File: src/rtl/muldiv_hilo_ex_stage.sv
// EX-stage iterative multiply/divide unit with architectural HI/LO registers.
// MULT/MULTU/DIV/DIVU take DATA_W iteration cycles plus one sign-fix cycle; HI/LO moves are single-cycle.
module muldiv_hilo_ex_stage #(
  parameter int unsigned DATA_W = 32
) (
  input  logic              clock,
  input  logic              reset_n,
  input  logic              in_valid,
  input  logic [3:0]        in_op,
  input  logic [DATA_W-1:0] in_rs_val,
  input  logic [DATA_W-1:0] in_rt_val,
  input  logic              in_flush,
  output logic              out_stall,
  output logic              out_busy,
  output logic [DATA_W-1:0] out_result,
  output logic              out_done,
  output logic              out_div_zero,
  output logic [DATA_W-1:0] out_hi,
  output logic [DATA_W-1:0] out_lo
);

  localparam int unsigned CNT_W = (DATA_W > 1) ? $clog2(DATA_W) : 1;
  localparam int unsigned ACC_W = 2 * DATA_W;

  localparam logic [1:0] S_IDLE = 2'd0;
  localparam logic [1:0] S_ITER = 2'd1;
  localparam logic [1:0] S_FIX  = 2'd2;

  localparam logic [3:0] OP_MULT  = 4'd1;
  localparam logic [3:0] OP_MULTU = 4'd2;
  localparam logic [3:0] OP_DIV   = 4'd3;
  localparam logic [3:0] OP_DIVU  = 4'd4;
  localparam logic [3:0] OP_MFHI  = 4'd5;
  localparam logic [3:0] OP_MFLO  = 4'd6;
  localparam logic [3:0] OP_MTHI  = 4'd7;
  localparam logic [3:0] OP_MTLO  = 4'd8;

  logic [1:0]        state, state_nxt;
  logic [CNT_W-1:0]  cnt, cnt_nxt;
  logic [ACC_W-1:0]  acc, acc_nxt;
  logic [DATA_W-1:0] opnd, opnd_nxt;
  logic              is_div, is_div_nxt;
  logic              neg_lo, neg_lo_nxt;
  logic              neg_hi, neg_hi_nxt;
  logic [DATA_W-1:0] hi_q, hi_nxt;
  logic [DATA_W-1:0] lo_q, lo_nxt;
  logic              done_q, done_nxt;
  logic              dz_q, dz_nxt;

  // Operand decode at accept: signed ops work on magnitudes and remember the signs
  logic              op_md, op_div, op_signed, rs_neg, rt_neg;
  logic [DATA_W-1:0] abs_rs, abs_rt;

  assign op_md     = (in_op >= OP_MULT) && (in_op <= OP_DIVU);
  assign op_div    = (in_op == OP_DIV) || (in_op == OP_DIVU);
  assign op_signed = (in_op == OP_MULT) || (in_op == OP_DIV);
  assign rs_neg    = op_signed && in_rs_val[DATA_W-1];
  assign rt_neg    = op_signed && in_rt_val[DATA_W-1];
  assign abs_rs    = rs_neg ? (DATA_W'(0) - in_rs_val) : in_rs_val;
  assign abs_rt    = rt_neg ? (DATA_W'(0) - in_rt_val) : in_rt_val;

  // One shift-add step: acc = {partial product, remaining multiplier bits}
  logic [DATA_W:0]   mul_sum;
  logic [ACC_W-1:0]  mul_step;

  assign mul_sum  = {1'b0, acc[ACC_W-1:DATA_W]} + (acc[0] ? {1'b0, opnd} : (DATA_W+1)'(0));
  assign mul_step = {mul_sum, acc[DATA_W-1:1]};

  // One restoring-division step: acc = {partial remainder, dividend/quotient bits}
  logic [DATA_W:0]   rem_sh, rem_diff;
  logic [ACC_W-1:0]  div_step;

  assign rem_sh   = {acc[ACC_W-1:DATA_W], acc[DATA_W-1]};
  assign rem_diff = rem_sh - {1'b0, opnd};
  assign div_step = rem_diff[DATA_W] ? {rem_sh[DATA_W-1:0], acc[DATA_W-2:0], 1'b0}
                                     : {rem_diff[DATA_W-1:0], acc[DATA_W-2:0], 1'b1};

  // Sign restoration applied in FIX
  logic [ACC_W-1:0]  prod_fix;
  logic [DATA_W-1:0] quo_fix, rem_fix;

  assign prod_fix = neg_lo ? (ACC_W'(0) - acc) : acc;
  assign quo_fix  = neg_lo ? (DATA_W'(0) - acc[DATA_W-1:0]) : acc[DATA_W-1:0];
  assign rem_fix  = neg_hi ? (DATA_W'(0) - acc[ACC_W-1:DATA_W]) : acc[ACC_W-1:DATA_W];

  always_ff @(posedge clock or negedge reset_n) begin
    if (!reset_n) begin
      state  <= S_IDLE;
      cnt    <= '0;
      acc    <= '0;
      opnd   <= '0;
      is_div <= 1'b0;
      neg_lo <= 1'b0;
      neg_hi <= 1'b0;
      hi_q   <= '0;
      lo_q   <= '0;
      done_q <= 1'b0;
      dz_q   <= 1'b0;
    end else begin
      state  <= state_nxt;
      cnt    <= cnt_nxt;
      acc    <= acc_nxt;
      opnd   <= opnd_nxt;
      is_div <= is_div_nxt;
      neg_lo <= neg_lo_nxt;
      neg_hi <= neg_hi_nxt;
      hi_q   <= hi_nxt;
      lo_q   <= lo_nxt;
      done_q <= done_nxt;
      dz_q   <= dz_nxt;
    end
  end

  always_comb begin
    state_nxt  = state;
    cnt_nxt    = cnt;
    acc_nxt    = acc;
    opnd_nxt   = opnd;
    is_div_nxt = is_div;
    neg_lo_nxt = neg_lo;
    neg_hi_nxt = neg_hi;
    hi_nxt     = hi_q;
    lo_nxt     = lo_q;
    done_nxt   = 1'b0;
    dz_nxt     = 1'b0;
    case (state)
      S_IDLE: begin
        if (in_valid && !in_flush) begin
          if (op_md) begin
            if (op_div && (in_rt_val == '0)) begin
              hi_nxt   = in_rs_val;
              lo_nxt   = '1;
              done_nxt = 1'b1;
              dz_nxt   = 1'b1;
            end else begin
              state_nxt  = S_ITER;
              cnt_nxt    = '0;
              acc_nxt    = {DATA_W'(0), abs_rs};
              opnd_nxt   = abs_rt;
              is_div_nxt = op_div;
              neg_lo_nxt = rs_neg ^ rt_neg;
              neg_hi_nxt = rs_neg;
            end
          end else if (in_op == OP_MTHI) begin
            hi_nxt = in_rs_val;
          end else if (in_op == OP_MTLO) begin
            lo_nxt = in_rs_val;
          end
        end
      end
      S_ITER: begin
        if (in_flush) begin
          state_nxt = S_IDLE;
        end else begin
          acc_nxt = is_div ? div_step : mul_step;
          cnt_nxt = cnt + CNT_W'(1);
          if (cnt == CNT_W'(DATA_W - 1)) state_nxt = S_FIX;
        end
      end
      S_FIX: begin
        state_nxt = S_IDLE;
        if (!in_flush) begin
          if (is_div) begin
            hi_nxt = rem_fix;
            lo_nxt = quo_fix;
          end else begin
            hi_nxt = prod_fix[ACC_W-1:DATA_W];
            lo_nxt = prod_fix[DATA_W-1:0];
          end
          done_nxt = 1'b1;
        end
      end
      default: state_nxt = S_IDLE;
    endcase
  end

  assign out_busy     = (state != S_IDLE);
  assign out_stall    = in_valid && (in_op >= OP_MULT) && (in_op <= OP_MTLO) && out_busy;
  assign out_result   = (in_op == OP_MFHI) ? hi_q :
                        (in_op == OP_MFLO) ? lo_q : '0;
  assign out_done     = done_q;
  assign out_div_zero = dz_q;
  assign out_hi       = hi_q;
  assign out_lo       = lo_q;

endmodule

File: config.mk
export PLATFORM = sky130hd
export DESIGN_NAME = muldiv_hilo_ex_stage
export DESIGN_NICKNAME = d
export VERILOG_FILES = /design/src/rtl/muldiv_hilo_ex_stage.sv
export SDC_FILE = /design/constraint.sdc
export NUM_CORES = 1
export LEC_CHECK = 0
export CAP_MARGIN = 15
export CORE_MARGIN = 2
export CORE_UTILIZATION = 45
export CTS_CLUSTER_DIAMETER = 150
export CTS_CLUSTER_SIZE = 24
export DETAILED_ROUTE_END_ITERATION = 8
export GPL_ROUTABILITY_DRIVEN = 0
export PLACE_DENSITY_LB_ADDON = 0.08
export REMOVE_ABC_BUFFERS = 1
export SYNTH_ARGS = -nofsm -noshare
export SYNTH_HDL_FRONTEND = slang
export SYNTH_SLANG_ARGS = --single-unit
export TNS_END_PERCENT = 10
File: constraint.sdc
create_clock -name clock -period 8.15 [get_ports clock]
set_input_delay 2.0375 -clock clock [delete_from_list [all_inputs] [get_ports clock]]
set_output_delay 2.0375 -clock clock [all_outputs]
set_load 0.02 [all_outputs]
# Word level (Yosys, flattened, before mapping)
# Index checks and enable logic that the tools add are counted.
[word_totals]
ram_bits = 0
regBits = 172
rom_bits = 0
latchBits = 0
n_memories = 0
[classes]
reduce_logical = 21
n_eq_ne = 20
add_sub_neg = 8
n_mux = 47
order_cmp = 3
n_mul = 0
div_mod_pow = 0
n_shift = 0
bitwise_logic = 2
[op_table]
columns = ["operator", "n"]
rows = [
  ["32-bit 2-to-1 mux", 20],
  ["64-bit 2-to-1 mux", 7],
  ["32-bit one-hot mux with 2 select lines", 2],
  ["64-bit one-hot mux with 2 select lines", 1],
  ["1-bit by 32-bit subtractor with 32-bit output (first input constant)", 4],
  ["1-bit by 64-bit subtractor with 64-bit output (first input constant)", 1],
  ["32-bit by 32-bit adder with 33-bit output", 1],
  ["33-bit by 32-bit subtractor with 33-bit output", 1],
  ["32-bit logical NOT", 1],
  ["5-bit 2-to-1 mux", 4],
  ["4-bit by 3-bit == test with 1-bit output (second input constant)", 4],
  ["3-bit inequality test (second input constant)", 5],
  ["2-bit 2-to-1 mux", 5],
  ["2-bit inequality test (second input constant)", 5],
  ["5-bit one-hot mux with 2 select lines", 1],
  ["5-bit AND reduction", 2],
  ["1-bit logical AND", 8],
  ["4-bit AND reduction", 2],
  ["6-bit AND reduction", 1],
  ["2-bit nonzero test", 3],
  ["5-bit by 1-bit adder with 5-bit output (second input constant)", 1],
  ["5-bit == test (second input constant)", 1],
  ["1-bit 2-to-1 mux", 5],
  ["4-bit by 1-bit == test with 1-bit output (second input constant)", 1],
  ["other kinds (14)", 15],
]

# Depth between registers and ports, before layout
# Gate-level depths: netlist of the first run.
[depth]
word_depth = 8
mapped_depth = 14
mapped_depth_nobuf = 13

# Least setup slack after synthesis of the first run
# OpenSTA, ideal clock, no wires.
[synth_timing]
path_kind = "in2out"
from = "input port in_op[2]"
to = "output port out_result[10]"
setup_slack_ns = 2.787
required_ns = 6.113
arrival_time_ns = 3.325
path_stages = 5
n_path_buf = 3
cell_sequence = "clkbuf_1 -> nor4bb_1 -> clkbuf_1 -> clkbuf_1 -> a22o_1"
[synth_via]
elab_chain_len = 3
[synth_rtl]
columns = ["element", "line_no", "text"]
rows = [
  ["start, declared", "9", "input logic [3:0] in_op,"],
  ["4-bit by 3-bit == test with 1-bit output", "180", "(in_op == OP_MFLO) ? lo_q : '0;"],
  ["32-bit 2-to-1 mux", "180", ""],
  ["32-bit 2-to-1 mux *", "179", "assign out_result = (in_op == OP_MFHI) ? hi_q :"],
  ["end, declared", "15", "output logic [DATA_W-1:0] out_result,"],
]
# Mark *: on every way between the ends. The rest lies on a longest branch, timed or not.

# Worst setup path in the final report of the first run
[layout_timing]
from = "input port in_op[2]"
to = "output port out_result[29]"
# The elaborated chain is that of the path after synthesis.

==> results of run 1 <==
## worst reg2reg max path, stage by stage (launching register included)
cell and delay (ns):
dfrtp_1 0.47, inv_1 0.16, ha_1 0.26, fa_1 0.40, nand2b_1 0.22, a21oi_1 0.26
o21ai_0 0.28, o31ai_1 0.38, buf_4 0.21, a211oi_1 0.09, o31ai_2 0.54, and2_1 0.64
buf_4 0.48, o2111ai_1 0.22, a32o_1 0.31
## registers in the layout, summed over array words and instances, names as in the netlist
name / count
opnd: 32
is_div: 1
out_hi: 32
out_lo: 32
out_div_zero: 1
cnt: 5
state: 2
neg_hi: 1
out_done: 1
acc: 64
neg_lo: 1
## cell type report
type | count | area (um^2)
timing repair buffer | 188 | 1853
sequential | 172 | 4305
tap | 442 | 553.0
clock buffer | 19 | 442.9
inverter | 71 | 266.5
clock inverter | 12 | 140.1
multi-input combinational | 1588 | 10060
fill | 3146 | 15080
## worst max path at each step
stage          slack (ns)              to    startpoint  cells after the start
2_1_floorplan        0.80          is_div  in_rt_val[5]                      8
3_3_place_gp         1.88  out_result[28]      in_op[3]                      5
3_5_place_dp         1.80  out_result[19]      in_op[2]                      5
4_1_cts              1.80  out_result[19]      in_op[2]                      5
5_1_grt              1.69  out_result[16]      in_op[3]                      5
6_report             1.80  out_result[29]      in_op[2]                      5
## power by group
group	total, W	internal, W	switching [W]
Combinational	0.00347	0.00143	0.00204
Sequential	0.00159	0.00114	0.000449
Clock	0.000834	0.000461	0.000374
## cell usage after synthesis (9+ instances only)
library cell and number:
dfrtp_1 172, ha_1 70, o22ai_1 30, nand2b_1 27, xor2_1 70, or3_1 20
nor2_1 152, inv_1 71, a22oi_1 24, buf_1 12, nand4_1 15, and3_1 17
xnor2_1 103, a31oi_1 16, o211ai_1 16, or4_1 14, nor4_1 14, nor2b_1 10
or2_2 9, nand2_1 244, mux2i_1 62, a21o_1 31, nor3_1 39, o41ai_1 9
a21oi_1 131, clkbuf_1 105, o21ai_0 257, o31ai_1 26, a22o_1 36, o221ai_1 11
nand3_1 36
## routing by layer
layer / vias up / wire length (um)
met4: 2 / 1350
met5: - / 16
met1: 7050 / 21590
met3: 89 / 2795
met2: 545 / 22550
li1: 7196 / -
## stage by stage
| stage | power, W | cells | util (%) | hold slack (ns) |
|---|---|---|---|---|
| detailed placement | 0.004993 | 2460 | 52.05 | 0.4954 |
| global placement | 0.004943 | 2460 | 52.05 | 0.4876 |
| global route | 0.006317 | 2492 | 53.89 | 0.5350 |
| finish | 0.005891 | 2492 | 53.89 | 0.5067 |
| floorplan | 0.003892 | 1831 | - | 0.4678 |
| CTS | 0.005831 | 2491 | 53.83 | 0.5113 |
## kinds of logic after synthesis
group	after synthesis
XOR/XNOR	173
flip-flops	172
adder cells (fa/ha/maj)	72
multiplexers	65
AO/OA/AOI/OAI	648
buffers and inverters	197
AND/OR/NAND/NOR	630
==> results.txt, run 1 <==
Avg Cell Area, Syn -> 7.687 um^2
Vias in the first global route -> 14014
Largest cells by area after synthesis -> dfrtp_1, o21ai_0, nand2_1
Global-route wire length before repair -> 76.12 mm
Clk_skew -> 0.01488 ns
Worst skew pair latency -> 0.46 ns
LEAKAGE -> 7.350 nW
Data required, critical path -> 6.11 ns
Pwr per Cell Area -> 334.3 nW/um^2
Crit. End Element -> output pin
Top cell type's share of synthesized area -> 28.61%
Dpl hpwl -> 36.09 mm
PortBufs -> 171
Xor and xnor area share after synthesis -> 10.07%
Worst Hold Path EP -> out_lo[6]
Area leader, netlist -> dfrtp_1
Mux cell area share after synthesis -> 4.350%
Synth Warn # -> 0
TritonCTS Buffers -> 17
Reg-to-reg endpoint -> acc[63]
Most frequent cells in the layout -> o21ai_0, nand2_1, dfrtp_1
CP most frequent cell -> clkdlybuf4s50_1
VDD IR max -> 0.1897 mV
Hold Path Depth -> 2
Count of state elements after synthesis -> 172
Final hold violation count -> 0
Netlist Area Pre-Place -> 15040 um^2
Sequential share of the synthesized area -> 28.61%
Synth cell types -> 68
Setup_tns -> 0 ns
Drc violations -> 0
R2r setup slk -> 3.11 ns
Dpl ws -> 1.796 ns
Via count -> 14882
GRT met2 Usage -> 45.07%
Core footprint -> 32700 um^2
Finished Cell Area -> 17620 um^2
Clock sink count -> 172
Drt wl/cell -> 19.38 um
Die Area -> 34910 um^2
Slowest Stage Delay on Critical Path -> 0.68 ns
CTS resizes -> 0
DRT iter0 DRCs -> 1348
Post-synth EDFFs -> 0
DR vias/cell -> 5.972
Max Cap Viol -> 0
Die Ht -> 186.8 um
Final Setup Violations -> 0
Reg clk slew, reported paths -> 0.07 ns
Synthesis-to-layout area growth -> 17.15%
Tmin final -> 6.351 ns
Num rows -> 66
Kind of critical path -> in -> out
Slew margin rel. -> 27.40%
RSZ-0062 raised after global routing -> no
Cell chosen for the clock root -> clkbuf_16
Worst setup SP type -> primary input
Simple-gate share of the synthesized area -> 19.50%
Met1 Usage GRT -> 35.96%
Post-route ant nets -> 0
Worst endpoint data arrival time -> 4.31 ns
Drt pass-1 iters -> 6
CTS H-tree depth -> 4
Die Width -> 186.8 um
Kind of cell adding the most delay to the critical path -> buffers and inverters
Starting Density -> 46.00%
R2R cell count -> 14
HP Class -> reg -> reg
Number of diodes -> 0
Post-Synth Adder-Cell Area -> 6.088%
CP max stage cell -> clkdlybuf4s50_1
Critical path fanouts, max -> 32
Dpl cell area -> 17020 um^2
Met3 usage -> 3.902%
Primary FF master, synth -> dfrtp_1
Buf+Inv Stages, Crit Path -> 3
Hold Path Origin -> out_lo[6]
Largest family of logic cells by synthesized area -> compound AO/OA/AOI/OAI gates
RR Startpoint -> acc[31]
CTS Hold Bufs -> 0
Most common cell after layout, fill and taps aside -> o21ai_0
Global routing's busiest layer -> met2
Final period util -> 77.92%
Grt ovf -> 0
CTS tree -> done
Fin. max-slew vios -> 0
Synth Area in Compound Gates -> 26.34%
Final setup margin -> 1.799 ns
Status -> finished, final reports clean
Ys async rst share -> 100.0%
Total Nets Final -> 2182
Total track usage -> 27.03%
Initial antenna violation count -> 1
Worst slew pin tran -> 1.086 ns
CTS max path bufs -> 2
Largest net degree at the start of global routing -> 74
Maximum clock frequency -> 157.5 MHz
Mapped Cells -> 1957
Post CTS Setup Buffer Count -> 0
Detailed-route wire length -> 48.30 mm
Io pins -> 172
Fraction of layout cells with a size suffix above 1 -> 4.000%
Crit path cell chain -> clkdlybuf4s50_1, nor4bb_4, buf_4, a22o_1, clkdlybuf4s50_1
(Power assumes the default switching activity.)
==> run 2, diff against run 1 <==
==> constraint.sdc (replaced) <==
create_clock -name clock -period 6.1 [get_ports clock]
set_input_delay 1.525 -clock clock [delete_from_list [all_inputs] [get_ports clock]]
set_output_delay 1.525 -clock clock [all_outputs]
set_load 0.02 [all_outputs]
==> results.txt, run 2 (same netlist as run 1, synthesis figures left out) <==
Status -> finished, final reports clean (unchanged)
DR vias/cell -> 5.946 (was 5.972)
Final hold violation count -> 0 (unchanged)
Io pins -> 172 (unchanged)
Most frequent cells in the layout -> o21ai_0, nand2_1, dfrtp_1 (unchanged)
Initial antenna violation count -> 0 (was 1)
Synthesis-to-layout area growth -> 17.62% (was 17.15%)
Reg clk slew, reported paths -> 0.06 ns (was 0.07 ns)
Internal power -> 0.004098 W (was 0.003024 W)
Slowest Stage Delay on Critical Path -> 0.67 ns (was 0.68 ns)
LEAKAGE -> 7.409 nW (was 7.350 nW)
Drt pass-1 iters -> 5 (was 6)
Drc violations -> 0 (unchanged)
Finished Cell Area -> 17690 um^2 (was 17620 um^2)
RSZ-0062 raised after global routing -> no (unchanged)
TritonCTS Buffers -> 17 (unchanged)
Kind of critical path -> in -> out (unchanged)
Worst skew pair latency -> 0.46 ns (about the same)
Global-route wire length before repair -> 76.62 mm (was 76.12 mm)
Sw Pwr -> 0.003815 W (was 0.002866 W)
CTS Hold Bufs -> 0 (unchanged)
Gate power share -> 58.5% (was 58.9%)
Clock sink count -> 172 (unchanged)
Die Area -> 34910 um^2 (unchanged)
Most common cell after layout, fill and taps aside -> o21ai_0 (unchanged)
Num rows -> 66 (unchanged)
PortBufs -> 171 (unchanged)
Clk_skew -> 0.01254 ns (was 0.01488 ns)
CTS tree -> done (unchanged)
Switching share of power -> 48.21% (was 48.66%)
Fraction of layout cells with a size suffix above 1 -> 4.327% (was 4.000%)
Starting Density -> 46.00% (unchanged)
Detailed-route wire length -> 47.84 mm (was 48.30 mm)
Via count -> 14859 (was 14882)
Crit path cell chain -> clkdlybuf4s50_1, nor4bb_4, buf_4, a22o_1, clkdlybuf4s50_1 (unchanged)
Fin. max-slew vios -> 0 (unchanged)
CP most frequent cell -> clkdlybuf4s50_1 (unchanged)
Final period util -> 86.44%
Die Width -> 186.8 um (unchanged)
Hold WS -> 0.5011 ns (was 0.5067 ns)
Max Cap Viol -> 0 (unchanged)
Worst endpoint data arrival time -> 3.75 ns (was 4.31 ns)
Worst slew pin tran -> 1.129 ns (was 1.086 ns)
Grt ovf -> 0 (unchanged)
Dpl cell area -> 17090 um^2 (was 17020 um^2)
Number of diodes -> 0 (unchanged)
Largest net degree at the start of global routing -> 105 (was 74)
Pwr per Cell Area -> 447.2 nW/um^2 (was 334.3 nW/um^2)
CP max stage cell -> clkdlybuf4s50_1 (unchanged)
Total track usage -> 27.18% (was 27.03%)
Data required, critical path -> 4.58 ns (was 6.11 ns)
DRT iter0 DRCs -> 1407 (was 1348)
Critical path fanouts, max -> 32 (unchanged)
VDD IR max -> 0.2700 mV (was 0.1897 mV)
Die Ht -> 186.8 um (unchanged)
Maximum clock frequency -> 189.6 MHz
Clock share of power -> 14.6% (was 14.2%)
Core footprint -> 32700 um^2 (unchanged)
Worst setup SP type -> primary input (unchanged)
Top reg by flops -> acc (unchanged)
Drt wl/cell -> 19.14 um (was 19.38 um)
Crit. End Element -> output pin (unchanged)
Post-route ant nets -> 0 (unchanged)
CTS resizes -> 0 (unchanged)
Post CTS Setup Buffer Count -> 0 (unchanged)
Vias in the first global route -> 13993 (was 14014)
CTS max path bufs -> 2 (unchanged)
Tmin final -> 5.273 ns
Dpl hpwl -> 36.04 mm (was 36.09 mm)
Final Setup Violations -> 0 (unchanged)
Flop pwr share -> 26.9% (about the same)
HP Class -> reg -> reg (unchanged)
Max FFs per register -> 64 (unchanged)
Total Nets Final -> 2188 (was 2182)
Cell chosen for the clock root -> clkbuf_16 (unchanged)
CTS H-tree depth -> 4 (unchanged)
Slew margin rel. -> 24.73% (was 27.40%)
## run 2: changes by cell type in the layout (fill, tap and decap cells not counted), sizes merged
cell,previous run,this run
buf,18,24
clkinv,1,5
clkinvlp,6,3
bufinv,2,3
inv,74,73
## run 2: cell type report
| type | count | area [um^2] |
|---|---|---|
| Multi-Input combinational cell | 1588 | 10060 |
| Timing Repair Buffer | 194 | 1898 |
| Fill cell | 3201 | 15010 |
| Inverter | 71 | 266.5 |
| Clock inverter | 13 | 166.4 |
| Clock buffer | 19 | 442.9 |
| Tap cell | 442 | 553.0 |
| Sequential cell | 172 | 4305 |
## run 2: routing by layer
metal / vias up / part of all wire (%) / GRT usage, %
li1: 7220 / - / -
met4: 0 / 2.5 / 8.791
met3: 79 / 5.7 / 3.265
met5: - / 0 / 0
met2: 559 / 46 / 44.71
met1: 7001 / 45 / 37.23
## run 2: path summary, 6_finish.rpt
| check | end | start | slack (ns) | cells past startpoint |
|---|---|---|---|---|
| max in group asynchronous | out_lo[12] | reset_n | 3.77 | 2 |
| hold reg to reg | out_hi[6] | out_hi[6] | 0.50 | 2 |
| setup reg to reg | acc[47] | acc[31] | 1.66 | 15 |
| min in group asynchronous | out_hi[5] | reset_n | 1.14 | 1 |
| hold / removal | out_hi[6] | out_hi[6] | 0.50 | 2 |
| setup / recovery | out_result[29] | in_op[3] | 0.83 | 5 |
## run 2: metrics by stage
step | TNS, ns | power [W] | cells | utilization (%) | setup slack, ns
floorplan | -18.31 | 0.005200 | 1831 | - | -0.7369
global placement | 0 | 0.006625 | 2467 | 52.25 | 0.8637
detailed placement | 0 | 0.006684 | 2467 | 52.25 | 0.7872
CTS | 0 | 0.007861 | 2499 | 54.11 | 0.7939
global route | 0 | 0.008520 | 2499 | 54.11 | 0.6888
finish | 0 | 0.007913 | 2499 | 54.11 | 0.8270
## run 2: power groups by stage
| stage | Clock, W | Combinational [W] | Sequential, W |
|---|---|---|---|
| after floorplan | 0 | 0.00308 | 0.00211 |
| after global placement | 0 | 0.00450 | 0.00213 |
| after detailed placement | 0 | 0.00455 | 0.00213 |
| after CTS | 0.00118 | 0.00457 | 0.00211 |
| after global routing | 0.00122 | 0.00511 | 0.00219 |
| final | 0.00116 | 0.00463 | 0.00213 |
## run 2: worst max-delay path: cells and delay by family
| family | cells | cell delay (ns) |
|---|---|---|
| buffers and inverters | 3 | 1.64 |
| AND/OR/NAND/NOR | 1 | 0.34 |
| AO/OA/AOI/OAI | 1 | 0.21 |
